## src/rtl/morse_pkg.sv

```systemverilog
// rtl/morse_pkg.sv - symbol codes, encoder states and the Morse lookup function
package morse_pkg;

    // Digits '0'-'9'
    localparam logic [5:0] SYM_0 = 6'd0;
    localparam logic [5:0] SYM_1 = 6'd1;
    localparam logic [5:0] SYM_2 = 6'd2;
    localparam logic [5:0] SYM_3 = 6'd3;
    localparam logic [5:0] SYM_4 = 6'd4;
    localparam logic [5:0] SYM_5 = 6'd5;
    localparam logic [5:0] SYM_6 = 6'd6;
    localparam logic [5:0] SYM_7 = 6'd7;
    localparam logic [5:0] SYM_8 = 6'd8;
    localparam logic [5:0] SYM_9 = 6'd9;
    // Letters 'A'-'Z'
    localparam logic [5:0] SYM_A = 6'd10;
    localparam logic [5:0] SYM_B = 6'd11;
    localparam logic [5:0] SYM_C = 6'd12;
    localparam logic [5:0] SYM_D = 6'd13;
    localparam logic [5:0] SYM_E = 6'd14;
    localparam logic [5:0] SYM_F = 6'd15;
    localparam logic [5:0] SYM_G = 6'd16;
    localparam logic [5:0] SYM_H = 6'd17;
    localparam logic [5:0] SYM_I = 6'd18;
    localparam logic [5:0] SYM_J = 6'd19;
    localparam logic [5:0] SYM_K = 6'd20;
    localparam logic [5:0] SYM_L = 6'd21;
    localparam logic [5:0] SYM_M = 6'd22;
    localparam logic [5:0] SYM_N = 6'd23;
    localparam logic [5:0] SYM_O = 6'd24;
    localparam logic [5:0] SYM_P = 6'd25;
    localparam logic [5:0] SYM_Q = 6'd26;
    localparam logic [5:0] SYM_R = 6'd27;
    localparam logic [5:0] SYM_S = 6'd28;
    localparam logic [5:0] SYM_T = 6'd29;
    localparam logic [5:0] SYM_U = 6'd30;
    localparam logic [5:0] SYM_V = 6'd31;
    localparam logic [5:0] SYM_W = 6'd32;
    localparam logic [5:0] SYM_X = 6'd33;
    localparam logic [5:0] SYM_Y = 6'd34;
    localparam logic [5:0] SYM_Z = 6'd35;

    localparam logic [5:0] SYM_MAX = 6'd35;

    // Encoder state encodings
    localparam logic [2:0] ST_IDLE  = 3'd0;
    localparam logic [2:0] ST_MARK  = 3'd1;
    localparam logic [2:0] ST_SPACE = 3'd2;
    localparam logic [2:0] ST_CGAP  = 3'd3;
    localparam logic [2:0] ST_ERR   = 3'd4;

    typedef enum logic [2:0] {
        STATE_IDLE  = ST_IDLE,
        STATE_MARK  = ST_MARK,
        STATE_SPACE = ST_SPACE,
        STATE_CGAP  = ST_CGAP,
        STATE_ERR   = ST_ERR
    } morse_state_e;

    // Returns {len[2:0], pat[4:0]}; pat is MSB-first, left-aligned, 1 = dash.
    // Unused trailing pattern bits are zero; illegal codes return all zero.
    function automatic logic [7:0] morse_lookup(input logic [5:0] code);
        logic [7:0] r;
        r = 8'd0;
        case (code)
            SYM_0: r = {3'd5, 5'b11111};
            SYM_1: r = {3'd5, 5'b01111};
            SYM_2: r = {3'd5, 5'b00111};
            SYM_3: r = {3'd5, 5'b00011};
            SYM_4: r = {3'd5, 5'b00001};
            SYM_5: r = {3'd5, 5'b00000};
            SYM_6: r = {3'd5, 5'b10000};
            SYM_7: r = {3'd5, 5'b11000};
            SYM_8: r = {3'd5, 5'b11100};
            SYM_9: r = {3'd5, 5'b11110};
            SYM_A: r = {3'd2, 5'b01000};
            SYM_B: r = {3'd4, 5'b10000};
            SYM_C: r = {3'd4, 5'b10100};
            SYM_D: r = {3'd3, 5'b10000};
            SYM_E: r = {3'd1, 5'b00000};
            SYM_F: r = {3'd4, 5'b00100};
            SYM_G: r = {3'd3, 5'b11000};
            SYM_H: r = {3'd4, 5'b00000};
            SYM_I: r = {3'd2, 5'b00000};
            SYM_J: r = {3'd4, 5'b01110};
            SYM_K: r = {3'd3, 5'b10100};
            SYM_L: r = {3'd4, 5'b01000};
            SYM_M: r = {3'd2, 5'b11000};
            SYM_N: r = {3'd2, 5'b10000};
            SYM_O: r = {3'd3, 5'b11100};
            SYM_P: r = {3'd4, 5'b01100};
            SYM_Q: r = {3'd4, 5'b11010};
            SYM_R: r = {3'd3, 5'b01000};
            SYM_S: r = {3'd3, 5'b00000};
            SYM_T: r = {3'd1, 5'b10000};
            SYM_U: r = {3'd3, 5'b00100};
            SYM_V: r = {3'd4, 5'b00010};
            SYM_W: r = {3'd3, 5'b01100};
            SYM_X: r = {3'd4, 5'b10010};
            SYM_Y: r = {3'd4, 5'b10110};
            SYM_Z: r = {3'd4, 5'b11000};
            default: r = 8'd0;
        endcase
        return r;
    endfunction

endpackage

```

## src/rtl/morse_rom.sv

```systemverilog
// rtl/morse_rom.sv - combinational symbol code to Morse length/pattern table
module morse_rom
    import morse_pkg::*;
(
    input  logic [5:0] code,
    output logic       code_ok,
    output logic [2:0] len,
    output logic [4:0] pat
);

    logic [7:0] entry;

    // Table lookup plus legality flag; codes above SYM_MAX are rejected
    always_comb begin
        entry   = morse_lookup(code);
        code_ok = (code <= SYM_MAX);
        len     = entry[7:5];
        pat     = entry[4:0];
    end

endmodule

```

## src/rtl/morse_encoder.sv

```systemverilog
// rtl/morse_encoder.sv - on/off key Morse encoder; optional MORSE_LOOPBACK_EN adds dot/dash pulses
module morse_encoder
    import morse_pkg::*;
#(
    parameter int UNIT_CYCLES = 4
) (
    input  logic       clk,
    input  logic       rst_n,
    input  logic [5:0] sym,
    input  logic       valid,
    output logic       ready,
    output logic       key,
    output logic       err
`ifdef MORSE_LOOPBACK_EN
    ,
    output logic       dot,
    output logic       dash
`endif
);

    localparam int TW = $clog2(3 * UNIT_CYCLES + 1);
    localparam logic [TW-1:0] T_DOT  = TW'(UNIT_CYCLES);
    localparam logic [TW-1:0] T_DASH = TW'(3 * UNIT_CYCLES);
    localparam logic [TW-1:0] T_ONE  = TW'(1);

    morse_state_e  state;
    logic [TW-1:0] timer;
    logic [2:0]    remaining;
    logic [4:0]    shift;

    logic          rom_ok;
    logic [2:0]    rom_len;
    logic [4:0]    rom_pat;

    morse_rom u_rom (
        .code    (sym),
        .code_ok (rom_ok),
        .len     (rom_len),
        .pat     (rom_pat)
    );

    // Timers are loaded with the full state duration and expire at 1,
    // so every state lasts exactly its loaded number of cycles.
    wire expire = (timer == T_ONE);

    // Main sequencer: handshake, element timing and pattern shifting
    always_ff @(posedge clk or negedge rst_n) begin
        if (!rst_n) begin
            state     <= STATE_IDLE;
            timer     <= '0;
            remaining <= '0;
            shift     <= '0;
        end else begin
            case (state)
                STATE_IDLE: begin
                    if (valid) begin
                        if (rom_ok) begin
                            state     <= STATE_MARK;
                            shift     <= rom_pat;
                            remaining <= rom_len;
                            timer     <= rom_pat[4] ? T_DASH : T_DOT;
                        end else begin
                            state <= STATE_ERR;
                        end
                    end
                end
                STATE_MARK: begin
                    if (expire) begin
                        if (remaining > 3'd1) begin
                            state <= STATE_SPACE;
                            timer <= T_DOT;
                        end else begin
                            state <= STATE_CGAP;
                            timer <= T_DASH;
                        end
                    end else begin
                        timer <= timer - T_ONE;
                    end
                end
                STATE_SPACE: begin
                    if (expire) begin
                        state     <= STATE_MARK;
                        shift     <= {shift[3:0], 1'b0};
                        remaining <= remaining - 3'd1;
                        timer     <= shift[3] ? T_DASH : T_DOT;
                    end else begin
                        timer <= timer - T_ONE;
                    end
                end
                STATE_CGAP: begin
                    if (expire) begin
                        state <= STATE_IDLE;
                    end else begin
                        timer <= timer - T_ONE;
                    end
                end
                STATE_ERR: begin
                    state <= STATE_IDLE;
                end
                default: begin
                    state <= STATE_IDLE;
                end
            endcase
        end
    end

    assign ready = (state == STATE_IDLE);
    assign key   = (state == STATE_MARK);
    assign err   = (state == STATE_ERR);

`ifdef MORSE_LOOPBACK_EN
    logic mark_first;

    // Flags the first cycle of each mark element for the loopback pulses
    always_ff @(posedge clk or negedge rst_n) begin
        if (!rst_n) begin
            mark_first <= 1'b0;
        end else begin
            mark_first <= ((state == STATE_IDLE) && valid && rom_ok) ||
                          ((state == STATE_SPACE) && expire);
        end
    end

    assign dot  = key && mark_first && !shift[4];
    assign dash = key && mark_first &&  shift[4];
`endif

endmodule

```

## config.mk

```make
export PLATFORM = sky130hd
export DESIGN_NAME = morse_encoder
export DESIGN_NICKNAME = d
export VERILOG_FILES = /design/src/rtl/morse_pkg.sv /design/src/rtl/morse_rom.sv /design/src/rtl/morse_encoder.sv
export SDC_FILE = /design/constraint.sdc
export NUM_CORES = 1
export LEC_CHECK = 0
export BUFFER_PORTS_ARGS = -buffer_cell sky130_fd_sc_hd__buf_2
export CAP_MARGIN = 10
export CORE_UTILIZATION = 40
export CTS_BUF_LIST = sky130_fd_sc_hd__clkbuf_8
export CTS_CLUSTER_SIZE = 24
export DETAILED_ROUTE_END_ITERATION = 8
export PLACE_DENSITY = 0.56
export SYNTH_ARGS = -nofsm -noshare
export SYNTH_HDL_FRONTEND = slang
export SYNTH_SLANG_ARGS = --single-unit
```

## constraint.sdc

```tcl
create_clock -name clk -period 2.6 [get_ports clk]
set_input_delay 0.13 -clock clk [delete_from_list [all_inputs] [get_ports clk]]
set_output_delay 0.13 -clock clk [all_outputs]
set_load 0.005 [all_outputs]
```

==> results.yml, run 1 <==
run_status:
  status: "completed"
grt:
  track_usage: 0.180
  grt_max_degree: 23
  grt-ovfl-total: 0
  antenna_found_initial: 0
  grt_pass1_wl_mm: 5.69
  grt_pass1_vias: 1204
placement:
  place_area_mm2: 0.00149
  dp_hpwl_mm: 2.49
  globalplace.congestion: 0.814
  portBuffers: 11
yosys:
  yosysSeqAreaShare: 0.240
  synth_cell_types: 48
  ys_warn_count: 0
  ys_seq_elements: 14
  synth_area_mm2: 0.00146
  postSynthNetCount: 197
  synth_area_leader_cell: "dfrtp_1"
  syn_avg_cell_area_um2: 8.26
  netlist_instances: 177
  ys_top_cells_by_area: "dfrtp_1, ha_1, o21ai_0, nor2_1, a21oi_1"
  netlist.area_leader.share: 0.240
critical_path:
  arrival_ns: 2.07
  r2r.worst_path.cells: 5
  worstPathRequired_ns: 2.73
  crit_type: "reg -> reg"
  endpoint_kind: "flop"
  cp-start-kind: "flop"
  cp_max_fo: 12
  rrSetupSlack_ns: 0.65
timing:
  finalClockSkew_ns: 0.00852
  hold_viol: 0
  finalSetupViolations: 0
  final-max-slew-violation-count: 0
  fin_setup_tns_ns: 0
  hold_slack_ns: 0.118
  worst_pin_slew_ns: 0.566
  rsz0062_at_grt: "false"
  fin_crit_ns: 1.95
  timing.fmax_ghz: 0.514
  fin_crit_sh: 0.749
  slew_headroom: 0.623
worst_hold_path:
  hold_depth: 3
  hold_class: "in -> reg"
clock_tree:
  cts_tree: "done"
  root_buffer: "clkbuf_8"
  cts_made_buffers: 3
  clk_pin_slew_ns: 0.06
  clock_sinks: 14
  cts_setup_buffers: 0
  clkLatencyLatePin_ns: 0.24
  cts_max_path_buffers: 2
  htree_levels: 1
finish:
  multi_input_area_um2: 988
  area.growth.synth_to_final_pct: 5.30
  n_fill_cell: 363
  seq_area_um2: 350
  finalNetCount: 202
  layout_commonest_cell: "nor2_1"
  drive_above_1_share: 0.156
  final_cell_mix: "nor2_1, nand2_1, o21ai_0"
  fin_area_mm2: 0.00154
  num_antenna_cells: 0
  fin_util: 0.451
die:
  core_area_mm2: 0.00342
  dieArea_mm2: 0.00390
  fp.dieW_um: 62.5
  initial_utilization: 0.428
  ioPinCount: 12
  rows: 21
  die_h_um: 62.5
pwr:
  p_per_area_mw_per_mm2: 739
  p_leak_nw: 0.661
  total_power_w: 0.00114
  max-vdd-ir-drop_v: 0.000210
run:
  maxCapViolCount: 0
drt:
  avgViaCountPerCell: 5.70
  drt_iter0_markers: 89
  drt_wl_total_mm: 3.30
  drt_first_pass_iters: 4
  ant_nets: 0
  route.detailed.drc: 0
  vias: 1288
  wl_per_cell_um: 14.6
## layer usage
| metal | global-route usage | vias up | part of all wire | wire [µm] |
|---|---|---|---|---|
| met5 | 0 | - | 0 | 0 |
| met2 | 0.304 | 16 | 0.49 | 1600 |
| met3 | 0.0146 | 2 | 0.021 | 70 |
| met4 | 0.0610 | 0 | 0.0082 | 27 |
| li1 | - | 657 | - | - |
| met1 | 0.240 | 613 | 0.48 | 1600 |
## worst paths after layout
kind | startpoint | to
max | state[0] | shift[2]
min | valid | state[2]
min in group asynchronous | rst_n | state[1]
min reg2reg | shift[1] | shift[1]
max reg2reg | state[0] | shift[2]
max in group asynchronous | rst_n | shift[1]
## report_power, final
| part | switching [W] | leakage (nW) | internal, W |
|---|---|---|---|
| combinational | 0.000288 | 0.465 | 0.000247 |
| sequential | 0.000118 | 0.174 | 0.000310 |
| clock | 0.0000746 | 0.0216 | 0.000102 |
## cell usage after synthesis (all sizes together)
cell and number:
nor2 18, nand2 16, o21ai 15, dfrtp 14
a21oi 12, ha 11, buf 10, inv 10
a31oi 5, mux2i 5, nor3 5, and2 4
nand3 4, nor2b 4, o22ai 4, a22o 3
nand3b 3, nor3b 3, or4 3, a211oi 2
a221oi 2, a22oi 2, clkbuf 2, mux4 2
nand2b 2, o211ai 2, a2111oi 1, a21o 1
a311oi 1, a31o 1, and2b 1, mux2 1
nor4b 1, o2111ai 1, o21bai 1, o311ai 1
o31ai 1, o32a 1, o41ai 1, or3b 1
## registers in the layout, indices dropped and copies added (netlist names)
register,count
remaining,3
shift,4
timer,4
state,3
## layout make-up
class                           instances  area share
Clock buffer                            3      0.0268
Multi-Input combinational cell        141       0.642
Tap cell                               46      0.0374
Sequential cell                        14       0.227
Inverter                               10      0.0244
Timing Repair Buffer                   12      0.0422
## worst max-delay path: stages (launching register included)
cell and delay (ns):
dfrtp_1 0.55, nor2_1 0.15, and2_1 0.30, a22oi_2 0.52, nor2_1 0.10, a22o_1 0.21
## through the flow
step | worst slack, ns | cells
2_1_floorplan | 0.909 | 177
3_3_place_gp | 0.629 | 222
3_5_place_dp | 0.580 | 222
4_1_cts | 0.651 | 226
5_1_grt | 0.477 | 226
6_report | 0.653 | 226
## cells by family after synthesis
| family | synth area share |
|---|---|
| simple gates | 0.237 |
| fa+ha+maj | 0.0941 |
| mux | 0.0727 |
| buf+inv | 0.0847 |
| flops | 0.240 |
| compound gates | 0.272 |
## repair_timing
action | CTS | global route
hold endpoints to repair | 14 | 0
hold buffers | 1 | 0
resized for setup | 0 | 0
Power figures use the tool's default switching activity.
==> run 2: changes to the inputs <==
==> constraint.sdc (replaced) <==
create_clock -name clk -period 1.8 [get_ports clk]
set_input_delay 0.09 -clock clk [delete_from_list [all_inputs] [get_ports clk]]
set_output_delay 0.09 -clock clk [all_outputs]
set_load 0.005 [all_outputs]
==> results.yml, run 2 (synthesis gave the netlist of run 1 again) <==
finish:
  final_cell_mix: "nor2_1, buf_4, nand2_1"
  layout_commonest_cell: "nor2_1"
  area.growth.synth_to_final_pct: 16.3
  finalNetCount: 220
  reg_top3: "shift (4), timer (4)"
  drive_above_1_share: 0.242
  num_antenna_cells: 0
critical_path:
  crit_slowest_cell: "dfrtp_1"
  max_stage_delay_ns: 0.44
  rrSetupSlack_ns: 0.10
  cp_max_fo: 4
  cp-start-kind: "flop"
  crit_type: "reg -> reg"
  path_cells: "ha_4, or3b_4, a21oi_1, or4_1, a21oi_1, a31oi_1"
  cpMostUsedCell: "a21oi_1"
  worstPathRequired_ns: 1.91
  endpoint_kind: "flop"
  arrival_ns: 1.80
timing:
  worst_pin_slew_ns: 0.383
  fin_crit_ns: 1.70
  finalSetupViolations: 0
  slew_headroom: 0.738
  fin_crit_sh: 0.943
  fin_setup_tns_ns: 0
  hold_slack_ns: 0.0850
  final-max-slew-violation-count: 0
  finalClockSkew_ns: 0.00362
  setup_slack_ns: 0.103
  hold_viol: 0
  rsz0062_at_grt: "false"
  timing.fmax_ghz: 0.589
drt:
  drt_first_pass_iters: 4
  wl_per_cell_um: 14.8
  ant_nets: 0
  drt_iter0_markers: 53
  vias: 1376
  avgViaCountPerCell: 5.64
  drt_wl_total_mm: 3.62
  route.detailed.drc: 0
grt:
  grt-ovfl-total: 0
  track_usage: 0.194
  grt_max_degree: 17
  antenna_found_initial: 0
  grt_pass1_vias: 1408
  grt_pass1_wl_mm: 6.19
clock_tree:
  htree_levels: 1
  cts_max_path_buffers: 2
  cts_made_buffers: 3
  cts_tree: "done"
  clkLatencyLatePin_ns: 0.24
  clk_pin_slew_ns: 0.06
  clock_sinks: 14
  root_buffer: "clkbuf_8"
die:
  ioPinCount: 12
  core_area_mm2: 0.00342
  rows: 21
  die_h_um: 62.5
  fp.dieW_um: 62.5
  initial_utilization: 0.428
  dieArea_mm2: 0.00390
pwr:
  p_comb_frac: 0.526
  power_switching_w: 0.000743
  p_leak_nw: 0.755
  internal_power_w: 0.00105
  max-vdd-ir-drop_v: 0.000310
  p_per_area_mw_per_mm2: 1050
  pwr-share-seq: 0.333
  sw_frac_of_total: 0.415
  power_frac_clock: 0.141
placement:
  dp_hpwl_mm: 2.73
  dpl_worst_slack_ns: 0.0214
  globalplace.congestion: 0.878
  portBuffers: 11
run_status:
  status: "completed"
worst_hold_path:
  hold_class: "in -> reg"
run:
  maxCapViolCount: 0
[run 2: cell count changes in the layout (fill, tap and decap cells not counted)]
cell / previous run / this run
a21oi_1: 12 / 11
a21oi_2: 0 / 1
nor3b_4: 0 / 1
or3b_2: 1 / 0
or3b_4: 0 / 1
ha_4: 0 / 1
ha_1: 11 / 10
buf_4: 0 / 17
nor3b_2: 1 / 0
clkbuf_4: 0 / 1
[run 2: metal layers]
layer  wire length [µm]  part of all wire  global-route usage  up-vias
met4                 78             0.022              0.0785        0
met1               1550              0.43               0.233      655
met5                  0                 0                   0        -
met2               1900              0.53               0.351       22
li1                   -                 -                   -      693
met3                 87             0.024              0.0182        6
[run 2: repair_timing]
item,CTS,global route
setup endpoints to repair,0,11
hold buffers,1,0
buffers inserted,0,3
gates resized for setup,0,5
hold endpoints to repair,14,0
[run 2: through the flow]
step	cell area [µm²]	total power, W	instances	util
CTS	1650	0.00174	241	0.484
finish	1700	0.00179	244	0.498
floorplan	1460	0.00122	177	-
global placement	1600	0.00145	237	0.469
detailed placement	1600	0.00148	237	0.469
global route	1700	0.00197	244	0.498
[run 2: worst max-delay path, delay by kind of cell, from the launching register on]
kind / cells / cell delay [ns]
AND/OR/NAND/NOR: 2 / 0.66
adder cells (fa/ha/maj): 1 / 0.20
flip-flops: 1 / 0.44
AO/OA/AOI/OAI: 3 / 0.27
[run 2: final cells by class]
type	count	area [µm²]
clock buffers	3	41.3
fillers	340	1720
inverters	10	37.5
multi-input cells	141	1010
flip-flops and latches	14	350
well taps	46	57.6
repair buffers	30	200
[run 2: final timing paths]
path                           from       end  cells past startpoint
min reg2reg                shift[3]  shift[3]                      2
max in group asynchronous     rst_n  shift[0]                      2
max reg2reg                timer[0]  timer[2]                      6
min in group asynchronous     rst_n  state[2]                      2
min                           valid  state[2]                      3
max                        timer[0]  timer[2]                      6
[run 2: power by group through the flow]
stage	sequential (W)	combinational, W	clock, W
finish	0.000596	0.000943	0.000253
floorplan	0.000541	0.000676	0
global route	0.000618	0.00108	0.000272
detailed placement	0.000583	0.000893	0
CTS	0.000580	0.000898	0.000259
global placement	0.000575	0.000870	0
